### src/rtl/maze_pkg.sv
// Shared maze encodings: move commands, headings and the
// player-controller FSM states used by the renderer overlay.
package maze_pkg;

  typedef enum logic [1:0] {
    CMD_NONE     = 2'd0,
    CMD_STRAIGHT = 2'd1,
    CMD_LEFT     = 2'd2,
    CMD_RIGHT    = 2'd3
  } cmd_e;

  localparam logic [1:0] DIR_N = 2'd0;
  localparam logic [1:0] DIR_E = 2'd1;
  localparam logic [1:0] DIR_S = 2'd2;
  localparam logic [1:0] DIR_W = 2'd3;

  typedef enum logic [2:0] {
    ST_IDLE,
    ST_RD,
    ST_WAIT,
    ST_GAP,
    ST_DONE
  } state_e;

  // Heading rotation wraps naturally in two bits.
  function automatic logic [1:0] turn_dir(
    input logic [1:0] d,
    input logic       right
  );
    return right ? d + 2'd1 : d - 2'd1;
  endfunction

endpackage

### src/rtl/maze_player_ctrl_if.sv
// Player controller bus: keyboard command, wall-map read
// port and the position/status outputs.
interface maze_player_ctrl_if #(
  parameter int MAZE_W = 16,
  parameter int MAZE_H = 16
);
  localparam int XW = $clog2(MAZE_W);
  localparam int YW = $clog2(MAZE_H);
  localparam int AW = XW + YW;

  logic [1:0]    cmd;
  logic          mem_rd;
  logic [AW-1:0] mem_addr;
  logic          mem_wall;
  logic [XW-1:0] pos_x;
  logic [YW-1:0] pos_y;
  logic [1:0]    dir;
  logic          move_pulse;
  logic          bump_pulse;
  logic          goal;

  modport master (
    input  cmd, mem_wall,
    output mem_rd, mem_addr, pos_x, pos_y,
    output dir, move_pulse, bump_pulse, goal
  );

  modport slave (
    output cmd, mem_wall,
    input  mem_rd, mem_addr, pos_x, pos_y,
    input  dir, move_pulse, bump_pulse, goal
  );
endinterface

### src/rtl/maze_next_cell.sv
// Target cell one step ahead of the player, with a flag
// for stepping off the maze edge.
module maze_next_cell
  import maze_pkg::*;
#(
  parameter int MAZE_W = 16,
  parameter int MAZE_H = 16,
  localparam int XW = $clog2(MAZE_W),
  localparam int YW = $clog2(MAZE_H)
) (
  input  logic [XW-1:0] i_x,
  input  logic [YW-1:0] i_y,
  input  logic [1:0]    i_dir,
  output logic [XW-1:0] o_x,
  output logic [YW-1:0] o_y,
  output logic          o_oob
);

  localparam logic [XW-1:0] X_MAX = XW'(MAZE_W - 1);
  localparam logic [YW-1:0] Y_MAX = YW'(MAZE_H - 1);

  // Offset by heading; edge cells flag out of bounds.
  always_comb begin
    o_x   = i_x;
    o_y   = i_y;
    o_oob = 1'b0;
    unique case (i_dir)
      DIR_N: begin
        o_y   = i_y - 1'b1;
        o_oob = (i_y == '0);
      end
      DIR_E: begin
        o_x   = i_x + 1'b1;
        o_oob = (i_x == X_MAX);
      end
      DIR_S: begin
        o_y   = i_y + 1'b1;
        o_oob = (i_y == Y_MAX);
      end
      default: begin
        o_x   = i_x - 1'b1;
        o_oob = (i_x == '0);
      end
    endcase
  end

endmodule

### src/rtl/maze_player_ctrl.sv
// Maze player controller: turns, wall-checked steps,
// post-action lockout and sticky goal detection.
module maze_player_ctrl
  import maze_pkg::*;
#(
  parameter int MAZE_W     = 16,
  parameter int MAZE_H     = 16,
  parameter int START_X    = 0,
  parameter int START_Y    = 0,
  parameter int START_DIR  = 0,
  parameter int GOAL_X     = 15,
  parameter int GOAL_Y     = 15,
  parameter int GAP_CYCLES = 5000000
) (
  input logic              clk,
  input logic              rst,
  maze_player_ctrl_if.master bus
);

  localparam int XW = $clog2(MAZE_W);
  localparam int YW = $clog2(MAZE_H);
  localparam int AW = XW + YW;
  localparam int CW = $clog2(GAP_CYCLES + 1);

  localparam logic [CW-1:0] GAP_LOAD = CW'(GAP_CYCLES - 1);

  state_e        r_state;
  state_e        w_next;
  logic [1:0]    r_cmd_q;
  logic [XW-1:0] r_x;
  logic [YW-1:0] r_y;
  logic [1:0]    r_dir;
  logic [XW-1:0] r_tx;
  logic [YW-1:0] r_ty;
  logic          r_rd;
  logic [AW-1:0] r_addr;
  logic          r_move;
  logic          r_bump;
  logic          r_goal;
  logic [CW-1:0] r_gap;

  logic          w_event;
  logic          w_hit_goal;
  logic [XW-1:0] w_tx;
  logic [YW-1:0] w_ty;
  logic          w_oob;

  maze_next_cell #(
    .MAZE_W (MAZE_W),
    .MAZE_H (MAZE_H)
  ) u_next (
    .i_x   (r_x),
    .i_y   (r_y),
    .i_dir (r_dir),
    .o_x   (w_tx),
    .o_y   (w_ty),
    .o_oob (w_oob)
  );

  assign w_event = (bus.cmd != CMD_NONE) &&
                   (bus.cmd != r_cmd_q);

  assign w_hit_goal = (r_tx == XW'(GOAL_X)) &&
                      (r_ty == YW'(GOAL_Y));

  // FSM state register.
  always_ff @(posedge clk or posedge rst) begin
    if (rst) r_state <= ST_IDLE;
    else     r_state <= w_next;
  end

  // Next-state: straight in bounds reads the map, others lock out.
  always_comb begin
    w_next = r_state;
    unique case (r_state)
      ST_IDLE: begin
        if (w_event) begin
          if (bus.cmd == CMD_STRAIGHT && !w_oob)
            w_next = ST_RD;
          else
            w_next = ST_GAP;
        end
      end
      ST_RD:   w_next = ST_WAIT;
      ST_WAIT: begin
        if (!bus.mem_wall && w_hit_goal)
          w_next = ST_DONE;
        else
          w_next = ST_GAP;
      end
      ST_GAP:  if (r_gap == '0) w_next = ST_IDLE;
      ST_DONE: w_next = ST_DONE;
      default: w_next = ST_IDLE;
    endcase
  end

  // Position, heading, read port, pulses and goal flag.
  always_ff @(posedge clk or posedge rst) begin
    if (rst) begin
      r_cmd_q <= '0;
      r_x     <= XW'(START_X);
      r_y     <= YW'(START_Y);
      r_dir   <= 2'(START_DIR);
      r_tx    <= '0;
      r_ty    <= '0;
      r_rd    <= 1'b0;
      r_addr  <= '0;
      r_move  <= 1'b0;
      r_bump  <= 1'b0;
      r_goal  <= 1'b0;
    end else begin
      r_cmd_q <= bus.cmd;
      r_rd    <= 1'b0;
      r_move  <= 1'b0;
      r_bump  <= 1'b0;
      if (r_state == ST_IDLE && w_event) begin
        unique case (bus.cmd)
          CMD_LEFT:  r_dir <= turn_dir(r_dir, 1'b0);
          CMD_RIGHT: r_dir <= turn_dir(r_dir, 1'b1);
          default: begin
            if (w_oob) begin
              r_bump <= 1'b1;
            end else begin
              r_rd   <= 1'b1;
              r_addr <= {w_ty, w_tx};
              r_tx   <= w_tx;
              r_ty   <= w_ty;
            end
          end
        endcase
      end
      if (r_state == ST_WAIT) begin
        if (bus.mem_wall) begin
          r_bump <= 1'b1;
        end else begin
          r_x    <= r_tx;
          r_y    <= r_ty;
          r_move <= 1'b1;
          if (w_hit_goal) r_goal <= 1'b1;
        end
      end
    end
  end

  // Lockout counter: load on GAP entry, count down inside.
  always_ff @(posedge clk or posedge rst) begin
    if (rst) begin
      r_gap <= '0;
    end else if (w_next == ST_GAP && r_state != ST_GAP) begin
      r_gap <= GAP_LOAD;
    end else if (r_state == ST_GAP && r_gap != '0) begin
      r_gap <= r_gap - 1'b1;
    end
  end

  assign bus.mem_rd     = r_rd;
  assign bus.mem_addr   = r_addr;
  assign bus.pos_x      = r_x;
  assign bus.pos_y      = r_y;
  assign bus.dir        = r_dir;
  assign bus.move_pulse = r_move;
  assign bus.bump_pulse = r_bump;
  assign bus.goal       = r_goal;

endmodule

### src/flat_wrapper.sv
// flat-port wrapper written by rule: the top's interface ports become plain ports
module maze_player_ctrl_flat import maze_pkg::*;
#(
  parameter int MAZE_W     = 16,
  parameter int MAZE_H     = 16,
  parameter int START_X    = 0,
  parameter int START_Y    = 0,
  parameter int START_DIR  = 0,
  parameter int GOAL_X     = 15,
  parameter int GOAL_Y     = 15,
  parameter int GAP_CYCLES = 5000000
)
  (clk, rst, bus_cmd, bus_mem_wall, bus_mem_rd, bus_mem_addr, bus_pos_x, bus_pos_y, bus_dir, bus_move_pulse, bus_bump_pulse, bus_goal);
  maze_player_ctrl_if #(.MAZE_W(MAZE_W), .MAZE_H(MAZE_H)) bus_i ();
  input logic clk;
  input logic rst;
  input wire logic [$bits(bus_i.cmd)-1:0] bus_cmd;
  input wire logic [$bits(bus_i.mem_wall)-1:0] bus_mem_wall;
  output wire logic [$bits(bus_i.mem_rd)-1:0] bus_mem_rd;
  output wire logic [$bits(bus_i.mem_addr)-1:0] bus_mem_addr;
  output wire logic [$bits(bus_i.pos_x)-1:0] bus_pos_x;
  output wire logic [$bits(bus_i.pos_y)-1:0] bus_pos_y;
  output wire logic [$bits(bus_i.dir)-1:0] bus_dir;
  output wire logic [$bits(bus_i.move_pulse)-1:0] bus_move_pulse;
  output wire logic [$bits(bus_i.bump_pulse)-1:0] bus_bump_pulse;
  output wire logic [$bits(bus_i.goal)-1:0] bus_goal;
  assign bus_i.cmd = bus_cmd;
  assign bus_i.mem_wall = bus_mem_wall;
  assign bus_mem_rd = bus_i.mem_rd;
  assign bus_mem_addr = bus_i.mem_addr;
  assign bus_pos_x = bus_i.pos_x;
  assign bus_pos_y = bus_i.pos_y;
  assign bus_dir = bus_i.dir;
  assign bus_move_pulse = bus_i.move_pulse;
  assign bus_bump_pulse = bus_i.bump_pulse;
  assign bus_goal = bus_i.goal;
  maze_player_ctrl #(.MAZE_W(MAZE_W), .MAZE_H(MAZE_H), .START_X(START_X), .START_Y(START_Y), .START_DIR(START_DIR), .GOAL_X(GOAL_X), .GOAL_Y(GOAL_Y), .GAP_CYCLES(GAP_CYCLES)) u_core (.clk(clk), .rst(rst), .bus(bus_i));
endmodule
### config.mk
export PLATFORM = sky130hd
export DESIGN_NAME = maze_player_ctrl_flat
export DESIGN_NICKNAME = d
export VERILOG_FILES = /design/src/rtl/maze_pkg.sv /design/src/rtl/maze_player_ctrl_if.sv /design/src/rtl/maze_next_cell.sv /design/src/rtl/maze_player_ctrl.sv /design/src/flat_wrapper.sv
export SDC_FILE = /design/constraint.sdc
export NUM_CORES = 1
export LEC_CHECK = 0
export BUFFER_PORTS_ARGS = -buffer_cell sky130_fd_sc_hd__buf_2
export CAP_MARGIN = 40
export CELL_PAD_IN_SITES_DETAIL_PLACEMENT = 0
export CELL_PAD_IN_SITES_GLOBAL_PLACEMENT = 1
export CORE_ASPECT_RATIO = 1.75
export CORE_MARGIN = 1
export CORE_UTILIZATION = 42
export DETAILED_ROUTE_END_ITERATION = 10
export PLACE_DENSITY_LB_ADDON = 0.1
export SLEW_MARGIN = 20
export SYNTH_ARGS = -nofsm -noshare
export SYNTH_HDL_FRONTEND = slang
export SYNTH_SLANG_ARGS = --single-unit
### constraint.sdc
create_clock -name clk -period 2.33 [get_ports clk]
set_input_delay 0.233 -clock clk [delete_from_list [all_inputs] [get_ports clk]]
set_output_delay 0.233 -clock clk [all_outputs]
set_load 0.02 [all_outputs]
-- Word level (Yosys, flattened, before mapping)
Index checks and enable logic that the tools add are counted.
- flip-flop bits (word level): 58
- output and inout bits: 22
- bits of input ports: 5
- reduce and logical (&&, ||, !) cells: 24
- add/subtract/negate cells: 7
- equal/unequal tests: 16
- multiplexer cells: 21
- bitwise gates (word level): 3
- operators with widths (kind ; number):
    23-bit 2-to-1 mux ; 2
    23-bit zero test ; 1
    23-bit nonzero test ; 1
    23-bit by 1-bit subtractor with 23-bit output (second input constant) ; 1
    4-bit == test (second input constant) ; 4
    4-bit case mux with 2 select lines ; 2
    3-bit case mux with 5 select lines ; 1
    1-bit 2-to-1 mux ; 10
    3-bit by 2-bit == test with 1-bit output (second input constant) ; 3
    3-bit 2-to-1 mux ; 3
    4-bit by 1-bit adder with 4-bit output (second input constant) ; 2
    4-bit zero test ; 2
    4-bit by 1-bit subtractor with 4-bit output (second input constant) ; 2
    1-bit logical AND ; 7
    2-bit == test (second input constant) ; 3
    3-bit AND reduction ; 2
    2-bit nonzero test ; 3
    2-bit by 1-bit == test with 1-bit output (second input constant) ; 2
    2-bit case mux with 2 select lines ; 1
    2-bit AND reduction ; 2
    2-bit OR reduction ; 2
    3-bit by 1-bit == test with 1-bit output (second input constant) ; 1
    3-bit == test (second input constant) ; 1
    3-bit zero test ; 1
    other kinds (9) ; 12

-- Longest topological paths before layout
Gate-level depths: netlist of the first run.
- depth in word-level cells: 10
- mapped depth: 9
- depth with buffers taken out: 9

-- Hierarchy
A second synthesis of the first run with hierarchy kept.
- cell total of the unflattened synthesis: 257
- area total of the unflattened synthesis: 2753.9 µm²
- modules (own cells, without submodules) (module ; sequential area each (µm²) ; cells each ; area each (µm²) ; instances):
    maze_player_ctrl ; 1251.2 ; 210 ; 2363.5 ; 1
    maze_next_cell ; 0.0 ; 47 ; 390.4 ; 1

-- Worst setup path after synthesis of the first run
Ideal clock, no wire load.
- kind: register to register
- start point: register u_core.r_dir[0], in the netlist u_core.bus.dir[0]
- end point: register u_core.r_addr[7], in the netlist u_core.bus.mem_addr[7]
- period minus slack after synthesis: 2.393 ns
- buffers on the path: 0
- setup slack: -0.063 ns
- arrival time: 2.268 ns
- cell stages (with the launch flop): 10
- cell sequence: dfrtp_1 -> inv_1 -> ha_1 -> inv_1 -> ha_1 -> a21oi_1 -> mux2_2 -> a22oi_1 -> xnor2_1 -> mux2_2
- word-level cells in the longest chain between the ends: 4
- ends and longest elaborated chain (element ; line ; source):
    start: declaration ; maze_player_ctrl.sv:32 ; logic [1:0] r_dir;
    start signal: assignment ; maze_player_ctrl.sv:103 ; r_dir <= 2'(START_DIR);
    start signal: assignment ; maze_player_ctrl.sv:118 ; CMD_LEFT: r_dir <= turn_dir(r_dir, 1'b0);
    start signal: assignment ; maze_player_ctrl.sv:119 ; CMD_RIGHT: r_dir <= turn_dir(r_dir, 1'b1);
    2-bit == test, or another cell as far along ; maze_next_cell.sv:27 ; unique case (i_dir)
    1-bit case mux with 3 select lines ; maze_next_cell.sv:27 ;
    1-bit inverter (no source line) ; -- ;
    3-bit AND reduction (no source line) ; -- ;
    end signal: assignment ; maze_player_ctrl.sv:125 ; r_addr <= {w_ty, w_tx};
    end: declaration ; maze_player_ctrl.sv:36 ; logic [AW-1:0] r_addr;
Parallel ways exist; a longest one is shown, timed or not.
A chain may end at the register's enable or synchronous reset.

-- Final worst setup path of the first run
- start point: register u_core.r_gap[5]
- end point: register u_core.r_gap[11]
- word-level cells in the longest chain between the ends: 6
- ends and longest elaborated chain (element ; line ; source):
    start: declaration ; maze_player_ctrl.sv:40 ; logic [CW-1:0] r_gap;
    start signal: assignment ; maze_player_ctrl.sv:152 ; r_gap <= r_gap - 1'b1;
    branches (longest 6 deep; another with 23-bit by 1-bit subtractor with 23-bit output) ; -- ;
Parallel ways; which one is timed is not known. The select of a mux whose other input is x is not followed.

==> qor.txt, run 1 <==
Status: finished, final reports clean
R2R depth: 5
CTS H-tree depth: 2
Ys flop type: dfrtp_1
Remaining global-route overflow: 0
Leading cell types in the layout, fill and taps excluded: 49 x dfrtp_1, 29 x buf_4, 26 x buf_2
Worst path cell trace: or4_1 -> nor4_4 -> o21ai_2 -> o31a_1 -> or3_1
Max-Cap Viols: 0
PortBufs: 26
Slew Limit Fails: 0
Synth area leader: dfrtp_1
DIE AREA: 0.00694 sq mm
Asr flop ratio synth: 100%
Maximum fanout along the worst path: 8
Multi-input gate area: 0.00147 sq mm
HPWL after detailed placement: 5150 um
Drt first pass iters: 4
ANT cells: 0
Core region area: 0.00628 sq mm
RR Startpoint: u_core.r_gap[5]
Remaining DRCs: 0
Max-slew headroom: 58.9%
Unrepaired setup endpoints after global routing: no
I/O pin count: 27
PwrDens: 447 mW/mm^2
Row count: 38
Clk sinks: 50
Average size of a mapped cell: 10.7 sq um
Initial core utilization: 44.2%
Post-synthesis cell type count: 52
First-pass GRT wire length: 11100 um
Via count: 2221
Critical path arrival: 2.39 ns
Min Clock Period, post-route: 2.19 ns
Slew of the pin with the lowest slew margin: 0.616 ns
Longest Clk Path Bufs: 2
Via/cell ratio: 5.57
Leakage: 1.52 nW
Delay-heaviest family, CP: simple AND/OR/NAND/NOR gates
Worst hold path type: primary input to flop
Inserted Clock Buffers: 5
DRT Wirelength: 6780 um
GPL Wtd Cong: 0.805
Final worst-path cycle share: 93.8%
Total power: 1.48 mW
Top cells by area, synth: dfrtp_1 45%, mux2_2 6.9%, ha_1 4.1%
CTS tree: done
Mapped Cells: 260
Worst setup SP type: flop
Logic pwr share: 2.5%
Post-synth EDFFs: 0
Total number of yosys warnings: 0
Post-synth top area share: 45.1%
Clk pwr share: 38.8%
Synth Net Count: 276
Worst setup path start: u_core.r_gap[5]
Die width: 63.4 um
Layout Skew: 0.00427 ns
Final Hold Vio Count: 0
Mapped Area: 0.00277 sq mm
Nets: 334
Post-synthesis sequential area ratio: 45.1%
Crit path buffers/inverters: 0
Storage cell area: 0.00125 sq mm
Part of the power in registers: 58.7%
Endpoint class of the critical path: flop
Setup CP Type: flop to flop
DR WL/cell: 17.0 um
Fraction of layout cells with a size suffix above 1: 31.7%
Antenna Nets Post-Route: 0
Number of antenna violations at the first check in global routing: 0
CP Data Required Time: 2.54 ns
Highest-delay cell along the critical path: or4_1
Synth Register Bits: 50
Setup TNS: 0 ns
Worst path depth: 5
P&R area growth vs syn: 19.7%
Reg clk slew, reported paths: 0.10 ns
Commonest non-fill, non-tap cell in the layout: dfrtp_1
HP Start: bus_cmd[1]
Total Routing Usage GR: 21.3%
Setup violations, final: 0
Worst-Skew Late Latency: 0.32 ns
FMAX: 458 MHz
Final Util: 52.9%
Hold path depth: 1
CP max stage delay: 0.63 ns
Internal power: 1.13 mW
Clock root buffer: clkbuf_8
Net Switching: 0.358 mW
Filler Cell Count: 606
Initial drt markers: 78
Number of global-route vias before repair: 2322
VDD IR max: 0.401 mV
Sw Share: 24.1%
DIE HEIGHT: 109 um
Largest net degree at the start of global routing: 29
==> metrics by stage <==
stage                     worst slack [ns]  instance area [sq um]  std cells  hold slack, ns
final                                0.145                   3320        399          0.0676
after global placement               0.120                   3190        390           0.339
after detailed placement            0.0943                   3190        390           0.357
after floorplan                     0.0193                   2780        260           0.264
after CTS                           0.0769                   3300        399          0.0574
after global routing              0.000981                   3320        399          0.0732
==> logic make-up after synthesis <==
family | share of synthesized area, %
fa+ha+maj | 5.51
xor+xnor | 5.37
mux | 8.35
compound gates | 13.1
simple gates | 19.8
flops | 45.1
buf+inv | 2.75
==> power groups by stage <==
stage	sequential (mW)	combinational, mW	clock, mW
after floorplan	0.889	0.0200	0
after global placement	0.888	0.0374	0
after detailed placement	0.888	0.0383	0
after CTS	0.871	0.0393	0.591
after global routing	0.872	0.0439	0.607
final	0.871	0.0373	0.576
==> worst paths after layout <==
| kind | slack, ns | endpoint |
|---|---|---|
| max | 0.14 | u_core.r_gap[11] |
| min | 0.07 | u_core.r_cmd_q[1] |
| max reg2reg | 0.14 | u_core.r_gap[11] |
| min reg2reg | 0.48 | u_core.bus.goal |
| max in group asynchronous | 1.20 | u_core.bus.mem_addr[7] |
| min in group asynchronous | 0.52 | u_core.r_gap[5] |
==> cell type report <==
class | count | area share (%)
repair buffers | 56 | 10.8
clock buffers | 6 | 2.49
inverters | 11 | 1.24
flip-flops and latches | 50 | 37.7
well taps | 80 | 3.02
clock inverters | 2 | 0.490
multi-input cells | 194 | 44.2
==> layer usage <==
| metal | GRT usage, % | vias up | wire length, um |
|---|---|---|---|
| met4 | 12.3 | 0 | 300 |
| li1 | - | 1073 | - |
| met1 | 21.6 | 1094 | 2570 |
| met3 | 4.15 | 18 | 174 |
| met5 | 0 | - | 0 |
| met2 | 39.9 | 36 | 3730 |
==> timing repair <==
item | CTS | global route
resized for setup | 0 | 6
buffers inserted | 0 | 0
hold endpoints to repair | 13 | 0
hold buffers | 1 | 0
setup endpoints to repair | 0 | 16
==> cells in the mapped netlist (all sizes together), types with 8 or more instances <==
| cell | instances |
|---|---|
| or4 | 11 |
| dfrtp | 50 |
| nand2 | 22 |
| ha | 9 |
| a21oi | 11 |
| xnor2 | 10 |
| nor2 | 17 |
| inv | 11 |
| or3 | 8 |
| o31ai | 9 |
| mux2 | 17 |
==> sequential cells by signal, indices dropped and copies added (netlist names) <==
signal / count
u_core.r_cmd_q: 2
u_core.bus.move_pulse: 1
u_core.bus.mem_addr: 8
u_core.bus.pos_y: 4
u_core.r_state: 3
u_core.bus.bump_pulse: 1
u_core.r_gap: 23
u_core.bus.pos_x: 4
u_core.bus.dir: 2
u_core.bus.mem_rd: 1
u_core.bus.goal: 1
No activity file was read; power rests on OpenSTA's default activity.
==> run 2: changes to the inputs <==
REMOVE_ABC_BUFFERS = 1   (was not set)
==> qor.txt, run 2 (synthesized netlist as in run 1, its figures left out) <==
Status: finished, final reports clean (unchanged)
CP Data Required Time: 2.53 ns (was 2.54 ns)
First-pass GRT wire length: 11500 um (was 11100 um)
GPL Wtd Cong: 0.802 (was 0.805)
Unrepaired setup endpoints after global routing: no (unchanged)
Largest register FFs: 23 (unchanged)
Setup TNS: 0 ns (unchanged)
I/O pin count: 27 (unchanged)
Worst setup path start: u_core.bus.dir[0] (was u_core.r_gap[5])
Setup violations, final: 0 (unchanged)
Slew Limit Fails: 0 (unchanged)
ANT cells: 0 (unchanged)
Via count: 2242 (was 2221)
Layout Skew: 0.00609 ns (was 0.00427 ns)
Min Clock Period, post-route: 2.23 ns (was 2.19 ns)
Initial drt markers: 84 (was 78)
Reg clk slew, reported paths: 0.09 ns (was 0.10 ns)
Longest Clk Path Bufs: 2 (unchanged)
CTS H-tree depth: 2 (unchanged)
Nets: 338 (was 334)
Die width: 63.4 um (unchanged)
Drt first pass iters: 4 (unchanged)
DIE AREA: 0.00694 sq mm (unchanged)
HP Start: bus_cmd[1] (unchanged)
Worst-Skew Late Latency: 0.31 ns (was 0.32 ns)
Commonest non-fill, non-tap cell in the layout: dfrtp_1 (unchanged)
Setup ws final: 0.104 ns (was 0.145 ns)
Endpoint class of the critical path: flop (unchanged)
Biggest register: u_core.r_gap (unchanged)
PwrDens: 436 mW/mm^2 (was 447 mW/mm^2)
HPWL after detailed placement: 5180 um (was 5150 um)
Total Routing Usage GR: 21.9% (was 21.3%)
Fraction of layout cells with a size suffix above 1: 30.7% (was 31.7%)
Final worst-path cycle share: 95.5% (was 93.8%)
Remaining DRCs: 0 (unchanged)
Inserted Clock Buffers: 5 (unchanged)
Worst hold path type: primary input to flop (unchanged)
Core region area: 0.00628 sq mm (unchanged)
PortBufs: 26 (unchanged)
Final instance area: 0.00332 sq mm (about the same)
Slew of the pin with the lowest slew margin: 0.486 ns (was 0.616 ns)
Maximum fanout along the worst path: 8 (unchanged)
RR Startpoint: u_core.bus.dir[0] (was u_core.r_gap[5])
Leakage: 1.54 nW (was 1.52 nW)
DR WL/cell: 16.6 um (was 17.0 um)
Via/cell ratio: 5.56 (was 5.57)
VDD IR max: 0.404 mV (was 0.401 mV)
DRT Wirelength: 6690 um (was 6780 um)
Setup CP Type: flop to flop (unchanged)
Total power: 1.45 mW (was 1.48 mW)
Final Hold Vio Count: 0 (unchanged)
Postcts setup bufs: 0 (unchanged)
Placed inst area: 0.00321 sq mm (was 0.00319 sq mm)
Clock root buffer: clkbuf_8 (unchanged)
Worst setup SP type: flop (unchanged)
CTS tree: done (unchanged)
Remaining global-route overflow: 0 (unchanged)
FMAX: 449 MHz (was 458 MHz)
Antenna Nets Post-Route: 0 (unchanged)
DIE HEIGHT: 109 um (unchanged)
Critical path arrival: 2.43 ns (was 2.39 ns)
Max-Cap Viols: 0 (unchanged)
Number of antenna violations at the first check in global routing: 0 (unchanged)
Number of global-route vias before repair: 2329 (was 2322)
Clk sinks: 50 (unchanged)
P&R area growth vs syn: 20.0% (was 19.7%)
Largest net degree at the start of global routing: 22 (was 29)
Row count: 38 (unchanged)
Max-slew headroom: 67.5% (was 58.9%)
Initial core utilization: 44.2% (unchanged)
Setup WS pre-CTS: 0.107 ns (was 0.0943 ns)
Worst hold slack: 0.0642 ns (was 0.0676 ns)
Leading cell types in the layout, fill and taps excluded: 50 x dfrtp_1, 33 x buf_4, 26 x buf_2 (was 49 x dfrtp_1, 29 x buf_4, 26 x buf_2)
-- run 2: layout make-up --
cell class	instances	area [sq um]
fillers	614	2950
multi-input cells	194	1450
flip-flops and latches	50	1250
repair buffers	60	388
well taps	80	100
clock buffers	7	86.3
inverters	11	41.3
clock inverters	1	5.00
-- run 2: final timing paths --
path / end / slack, ns / depth (start not counted)
max: u_core.bus.mem_addr[3] / 0.10 / 8
min: u_core.r_cmd_q[1] / 0.06 / 1
min in group asynchronous: u_core.r_gap[11] / 0.47 / 3
max in group asynchronous: u_core.r_gap[2] / 1.26 / 4
min reg2reg: u_core.bus.goal / 0.48 / 1
max reg2reg: u_core.bus.mem_addr[3] / 0.10 / 8
-- run 2: what timing repair did --
action	4_1_cts	5_1_grt
setup endpoints to repair	0	4
hold buffers	1	0
gates resized for setup	0	3
endpoints found under the hold margin	19	0
-- run 2: critical path: stages, from the launching register on --
cell	delay, ns
dfrtp_1	0.35
inv_1	0.07
ha_1	0.21
buf_4	0.15
nand4b_1	0.16
a211oi_1	0.34
o41ai_2	0.13
nand2_1	0.31
mux2_2	0.38
-- run 2: per-stage QoR --
stage | util [%] | std cells
after floorplan | - | 255
after global placement | 51.2 | 394
after detailed placement | 51.2 | 394
after CTS | 52.8 | 403
after global routing | 53.0 | 403
final | 53.0 | 403
-- run 2: routing by layer --
layer  global-route usage, %  wire length, um
met2                    42.9             3830
met1                    21.9             2480
met3                    4.05              178
met5                       0                0
met4                    9.09              198
-- run 2: power by group --
| part | total [mW] | switching (mW) | internal [mW] | leakage (nW) |
|---|---|---|---|---|
| Clock | 0.542 | 0.301 | 0.240 | 0.0482 |
| Sequential | 0.871 | 0.00165 | 0.870 | 0.643 |
| Combinational | 0.0370 | 0.0261 | 0.0109 | 0.852 |
